$ cat src/rtl/cpu_sysctl.sv
// cpu_sysctl: System86 main-CPU memory-map decode plus edge-latched interrupts,
// a frame-counting watchdog and the timed nMRES reset pulse generator.
module cpu_sysctl #(
    parameter int unsigned IRQ_CHANNELS    = 2,
    parameter logic [4:0]  ACK_BASE        = 5'b10001,
    parameter logic [4:0]  KICK_PAGE       = 5'b10000,
    parameter int unsigned WATCHDOG_WIDTH  = 8,
    parameter int unsigned WATCHDOG_LIMIT  = 8,
    parameter bit          WATCHDOG_ENABLE = 1'b1,
    parameter int unsigned RESET_CYCLES    = 64
) (
    input  logic                      CLK_6M,
    input  logic                      RST,
    input  logic [15:11]              MA,
    input  logic                      nMWE,
    input  logic                      nVBLA,
    input  logic [IRQ_CHANNELS-1:0]   nIRQ_SRC,
    output logic                      nMRES,
    output logic [IRQ_CHANNELS-1:0]   nIRQ,
    output logic [WATCHDOG_WIDTH-1:0] WDOG_COUNT,
    output logic                      nMCS0,
    output logic                      nMCS1,
    output logic                      nMCS2,
    output logic                      nMCS4,
    output logic                      nMROM,
    output logic                      nLTH0,
    output logic                      nLTH1
);

    localparam int unsigned HOLD_W = $clog2(RESET_CYCLES + 1);
    localparam logic [HOLD_W-1:0] HOLD_LAST = HOLD_W'(RESET_CYCLES - 1);
    localparam logic [WATCHDOG_WIDTH-1:0] WD_FIRE_AT = WATCHDOG_WIDTH'(WATCHDOG_LIMIT - 1);
    localparam logic [WATCHDOG_WIDTH-1:0] WD_MAX = {WATCHDOG_WIDTH{1'b1}};

    typedef enum logic {
        S_HOLD = 1'b0,
        S_RUN  = 1'b1
    } state_t;

    state_t                    state_q, state_d;
    logic [HOLD_W-1:0]         hold_cnt_q, hold_cnt_d;
    logic [WATCHDOG_WIDTH-1:0] wdog_q, wdog_d;
    logic [IRQ_CHANNELS-1:0]   irq_n_q, irq_n_d;
    logic                      nmres_q, nmres_d;

    logic [4:0]                ma_q, ma_d;
    logic                      mwe_n_q, mwe_n_d;
    logic                      mwe_n_prev_q, mwe_n_prev_d;
    logic                      vbla_n_q, vbla_n_d;
    logic                      vbla_n_prev_q, vbla_n_prev_d;
    logic [IRQ_CHANNELS-1:0]   src_n_q, src_n_d;
    logic [IRQ_CHANNELS-1:0]   src_n_prev_q, src_n_prev_d;

    logic                      write_ev;
    logic                      tick;
    logic                      kick;
    logic                      fire;
    logic [IRQ_CHANNELS-1:0]   src_ev;
    logic [IRQ_CHANNELS-1:0]   ack;

    // Memory-map decode straight from the address page; writes do not gate it.
    assign nMCS2 = ~(MA[15:13] == 3'b000);
    assign nMCS0 = ~(MA[15:13] == 3'b001);
    assign nMCS1 = ~(MA[15:13] == 3'b010);
    assign nMCS4 = ~(MA[15:13] == 3'b011);
    assign nMROM = ~MA[15];
    assign nLTH0 = ~(MA == 5'b11010);
    assign nLTH1 = ~(MA == 5'b11011);

    assign nMRES      = nmres_q;
    assign nIRQ       = irq_n_q;
    assign WDOG_COUNT = wdog_q;

    // Input stage: current/previous samples; keeps running during HOLD.
    always_comb begin
        ma_d          = MA;
        mwe_n_d       = nMWE;
        mwe_n_prev_d  = mwe_n_q;
        vbla_n_d      = nVBLA;
        vbla_n_prev_d = vbla_n_q;
        src_n_d       = nIRQ_SRC;
        src_n_prev_d  = src_n_q;
    end

    assign write_ev = mwe_n_prev_q & ~mwe_n_q;
    assign tick     = vbla_n_prev_q & ~vbla_n_q;
    assign src_ev   = src_n_prev_q & ~src_n_q;
    assign kick     = write_ev && (ma_q == KICK_PAGE);

    always_comb begin
        ack = '0;
        for (int i = 0; i < IRQ_CHANNELS; i++) begin
            ack[i] = write_ev && (ma_q == ACK_BASE + 5'(i));
        end
    end

    // A coincident kick clears the count, so it also suppresses the fire.
    assign fire = (state_q == S_RUN) && tick && !kick && WATCHDOG_ENABLE
                  && (wdog_q == WD_FIRE_AT);

    // Reset-pulse FSM: HOLD counts RESET_CYCLES edges, RUN waits for a fire.
    always_comb begin
        state_d    = state_q;
        hold_cnt_d = hold_cnt_q;
        case (state_q)
            S_HOLD: begin
                if (hold_cnt_q == HOLD_LAST) begin
                    state_d    = S_RUN;
                    hold_cnt_d = '0;
                end else begin
                    hold_cnt_d = hold_cnt_q + HOLD_W'(1);
                end
            end
            S_RUN: begin
                if (fire) begin
                    state_d    = S_HOLD;
                    hold_cnt_d = '0;
                end
            end
            default: begin
                state_d    = S_HOLD;
                hold_cnt_d = '0;
            end
        endcase
        nmres_d = (state_d == S_RUN);
    end

    // Watchdog counter and interrupt latches; both held clear while in reset.
    always_comb begin
        wdog_d  = wdog_q;
        irq_n_d = irq_n_q;
        if ((state_q == S_HOLD) || fire) begin
            wdog_d  = '0;
            irq_n_d = '1;
        end else begin
            if (kick) begin
                wdog_d = '0;
            end else if (tick && (wdog_q != WD_MAX)) begin
                wdog_d = wdog_q + WATCHDOG_WIDTH'(1);
            end
            irq_n_d = (irq_n_q | ack) & ~src_ev;
        end
    end

    always_ff @(posedge CLK_6M or posedge RST) begin
        if (RST) begin
            state_q       <= S_HOLD;
            hold_cnt_q    <= '0;
            wdog_q        <= '0;
            irq_n_q       <= '1;
            nmres_q       <= 1'b0;
            ma_q          <= '0;
            mwe_n_q       <= 1'b1;
            mwe_n_prev_q  <= 1'b1;
            vbla_n_q      <= 1'b1;
            vbla_n_prev_q <= 1'b1;
            src_n_q       <= '1;
            src_n_prev_q  <= '1;
        end else begin
            state_q       <= state_d;
            hold_cnt_q    <= hold_cnt_d;
            wdog_q        <= wdog_d;
            irq_n_q       <= irq_n_d;
            nmres_q       <= nmres_d;
            ma_q          <= ma_d;
            mwe_n_q       <= mwe_n_d;
            mwe_n_prev_q  <= mwe_n_prev_d;
            vbla_n_q      <= vbla_n_d;
            vbla_n_prev_q <= vbla_n_prev_d;
            src_n_q       <= src_n_d;
            src_n_prev_q  <= src_n_prev_d;
        end
    end

endmodule

$ cat config.mk
export PLATFORM = sky130hd
export DESIGN_NAME = cpu_sysctl
export DESIGN_NICKNAME = d
export VERILOG_FILES = /design/src/rtl/cpu_sysctl.sv
export SDC_FILE = /design/constraint.sdc
export NUM_CORES = 1
export LEC_CHECK = 0
export CORE_MARGIN = 3
export CORE_UTILIZATION = 53
export DETAILED_ROUTE_END_ITERATION = 6
export PLACE_DENSITY = 0.83
export SLEW_MARGIN = 20
export SYNTH_ARGS = -nofsm -noshare
export SYNTH_HDL_FRONTEND = slang
export SYNTH_SLANG_ARGS = --single-unit
$ cat constraint.sdc
create_clock -name CLK_6M -period 4.1 [get_ports CLK_6M]
set_input_delay 0.41 -clock CLK_6M [delete_from_list [all_inputs] [get_ports CLK_6M]]
set_output_delay 0.41 -clock CLK_6M [all_outputs]
set_load 0.03 [all_outputs]
==> metrics.txt <==
clk_lat worst skew=330 ps; CTS buffer count=5; Final WS setup=1794 ps; Multi-input gate area=528.0 um^2; Slew headroom=59.16%; syn_nets=130; R2R setup slack=2340 ps; hpwl dp=1836 um; Post-Synth Adder-Cell Area=1.857%; Placed Area=1658 um^2; Syn Area/Cell=11.52 um^2; RSZ-0062 raised after global routing=false; Die Ht=56.43 um; pre-CTS setup slack=1801 ps; fin crit share=56.25%; final WL=2492 um; largest area contributor in the netlist=dfrtp_1; Synth Area in XOR/XNOR=3.900%; nets=164; first-pass GRT wire length=4257 um; cts repair resizes=0; power per standard cell area=320.4 nW/um^2; crit path launch type=primary input; CTS tree=built; Hold/Removal Path Class=register to register; fill count=157; Hold Crit Depth=0; ys async rst share=100.0%; Post-Synth Simple-Gate Area=18.85%; Reg area=788.3 um^2; Remaining Overflow, GRT=0; Vias=1,042; Slew Viols, Final=0; Hold Buf Count CTS=0; Antenna Nets Post-Route=0; Compound-Gate Fraction of Synth Area=12.72%; final hold vios=0; post-synth top area share=39.00%; share of cells above drive strength 1=16.45%; maxcap violations=0; Yosys reg bits=31; Peak VDD IR=0.2458 mV; crit path kind=primary input to primary output; Yosys cell types=36; Post-Syn Instances=117; Placer Congestion=0.7541; cell area after layout=1727 um^2; Fmax=433.6 MHz; most common flop cell mapped by yosys=dfrtp_1; hold path startpoint=mwe_n_prev_d$_DFF_PP1_; Leakage=0.7300 nW; non-filler cells, final=180; mux share of post-synthesis cell area=1.857%; post-layout util=74.47%; CTS Buffer Depth=2; die width=56.43 um; # placed instances=172; Hold EP=mwe_n_prev_q$_DFF_PP1_; yosys warns=0; crit-path max FO=5; final setup TNS=0 ps; Initial Util=58.12%; core area=2318 um^2; drt pass-1 iters=4; H-Tree Depth=2; final setup fails=0; Clock transition at path regs=90 ps; CP Capture Type=primary output; num rows=17; Hold WS=369.7 ps; largest net degree at the start of global routing=32; R2R Path Start=WDOG_COUNT[0]$_DFFE_PP0P_; CTS Sinks=31; status=finished, final reports clean; worst r2r dst=hold_cnt_q[0]$_DFFE_PP0N_; post-synthesis sequential area ratio=58.50%; Final Power=0.5532 mW; n_diodes=0; Worst Max-Slew Pin Slew=611.7 ps; FF-to-FF path depth=5; I/O pin count=29; CP arrival=1900 ps; initial antenna violation count=0; Post-CTS Repair Setup Buffers=0; main area contributors after synthesis=dfrtp_1, dfstp_2, xor2_1, a22o_1, nor2_1; post-detailed-route via-to-cell ratio=5.789; Syn Std Cell Area=1348 um^2; drt wl/cell=13.84 um; I/O Buffers=28; post-layout min period=2306 ps; Crit path required time=3690 ps; Final Skew=10.78 ps; Layout area overhead=28.13%; Root Buffer=clkbuf_4; drt drc=0; Die ar.=3184 um^2; number of global-route vias before repair=1,013; combinational family with the most area after synthesis=simple AND/OR/NAND/NOR gates; Total GRT Usage=17.66%; starting DRC count in detailed routing=23; Post-synth EDFFs=0
[Yosys cell counts, types with 2 or more instances]
| master | count |
|---|---|
| inv_1 | 7 |
| nand3_1 | 6 |
| xor2_1 | 5 |
| o211ai_1 | 2 |
| nor3_1 | 2 |
| or3_1 | 3 |
| and3_1 | 3 |
| dfrtp_1 | 21 |
| dfstp_2 | 10 |
| nor2b_1 | 3 |
| a21oi_1 | 4 |
| nor2_1 | 9 |
| o21ai_0 | 6 |
| nand4_1 | 2 |
| nand2_1 | 6 |
| ha_1 | 2 |
| a31oi_1 | 4 |
| a22o_1 | 4 |
[worst max-delay path: stages]
cell and delay, ps:
clkdlybuf4s50_1 530, nor2b_1 230, nand4b_1 120, clkdlybuf4s50_1 610
[placed cells by master, fill, tap and decap left out, drive strengths merged, types with 2 or more instances in the layout]
cell type,count
clkbuf,8
nand4,2
nand3,6
or3,3
nor2b,3
dfstp,10
inv,7
nand2,6
dfrtp,21
a22o,4
and3,3
a31oi,4
o21ai,6
a21oi,4
nor3,3
ha,2
xor2,5
clkdlybuf4s50,28
o211ai,2
nor2,9
[metal layers]
layer / GRT usage, % / part of all wire (%) / wire length, um / vias up
li1: - / - / - / 496
met1: 20.36 / 41 / 1032 / 490
met2: 27.39 / 48 / 1186 / 47
met3: 8.046 / 8.7 / 217 / 9
met4: 9.153 / 2.2 / 56 / 0
met5: 0 / 0 / 0 / -
[cell type report]
cell class / instances / area share [%]
Multi-Input combinational cell: 78 / 30.58
Clock buffer: 8 / 3.985
Timing Repair Buffer: 28 / 16.23
Inverter: 7 / 1.522
Tap cell: 28 / 2.029
Sequential cell: 31 / 45.65
[logic make-up (layout without fill, tap and decap cells)]
logic type | count (synthesis) | in the layout
flops | 31 | 31
fa+ha+maj | 2 | 2
xor+xnor | 6 | 6
compound gates | 25 | 25
simple gates | 43 | 43
buf+inv | 8 | 43
mux | 2 | 2
[state kept, by name, indices dropped and copies added (netlist names)]
register       cells
ma_q               5
vbla_n_prev_q      1
WDOG_COUNT         8
nIRQ               2
src_n_prev_q       2
mwe_n_prev_d       1
src_n_prev_d       2
mwe_n_prev_q       1
nMRES              1
vbla_n_prev_d      1
hold_cnt_q         7
[power breakdown]
part / total (mW) / switching [mW] / leakage (nW) / internal [mW]
Sequential: 0.319 / 0.00318 / 0.373 / 0.315
Combinational: 0.0344 / 0.0184 / 0.319 / 0.0160
Clock: 0.200 / 0.0995 / 0.0386 / 0.101
[worst max path at each step]
stage | end | slack, ps | start
floorplan | hold_cnt_q[0]$_DFFE_PP0N_ | 2290 | WDOG_COUNT[0]$_DFFE_PP0P_
global placement | nLTH0 | 1830 | MA[14]
detailed placement | nLTH0 | 1800 | MA[14]
CTS | nLTH0 | 1800 | MA[14]
global route | nLTH0 | 1660 | MA[14]
finish | nLTH0 | 1790 | MA[14]
Note: power is estimated with default switching activity, not from simulation.
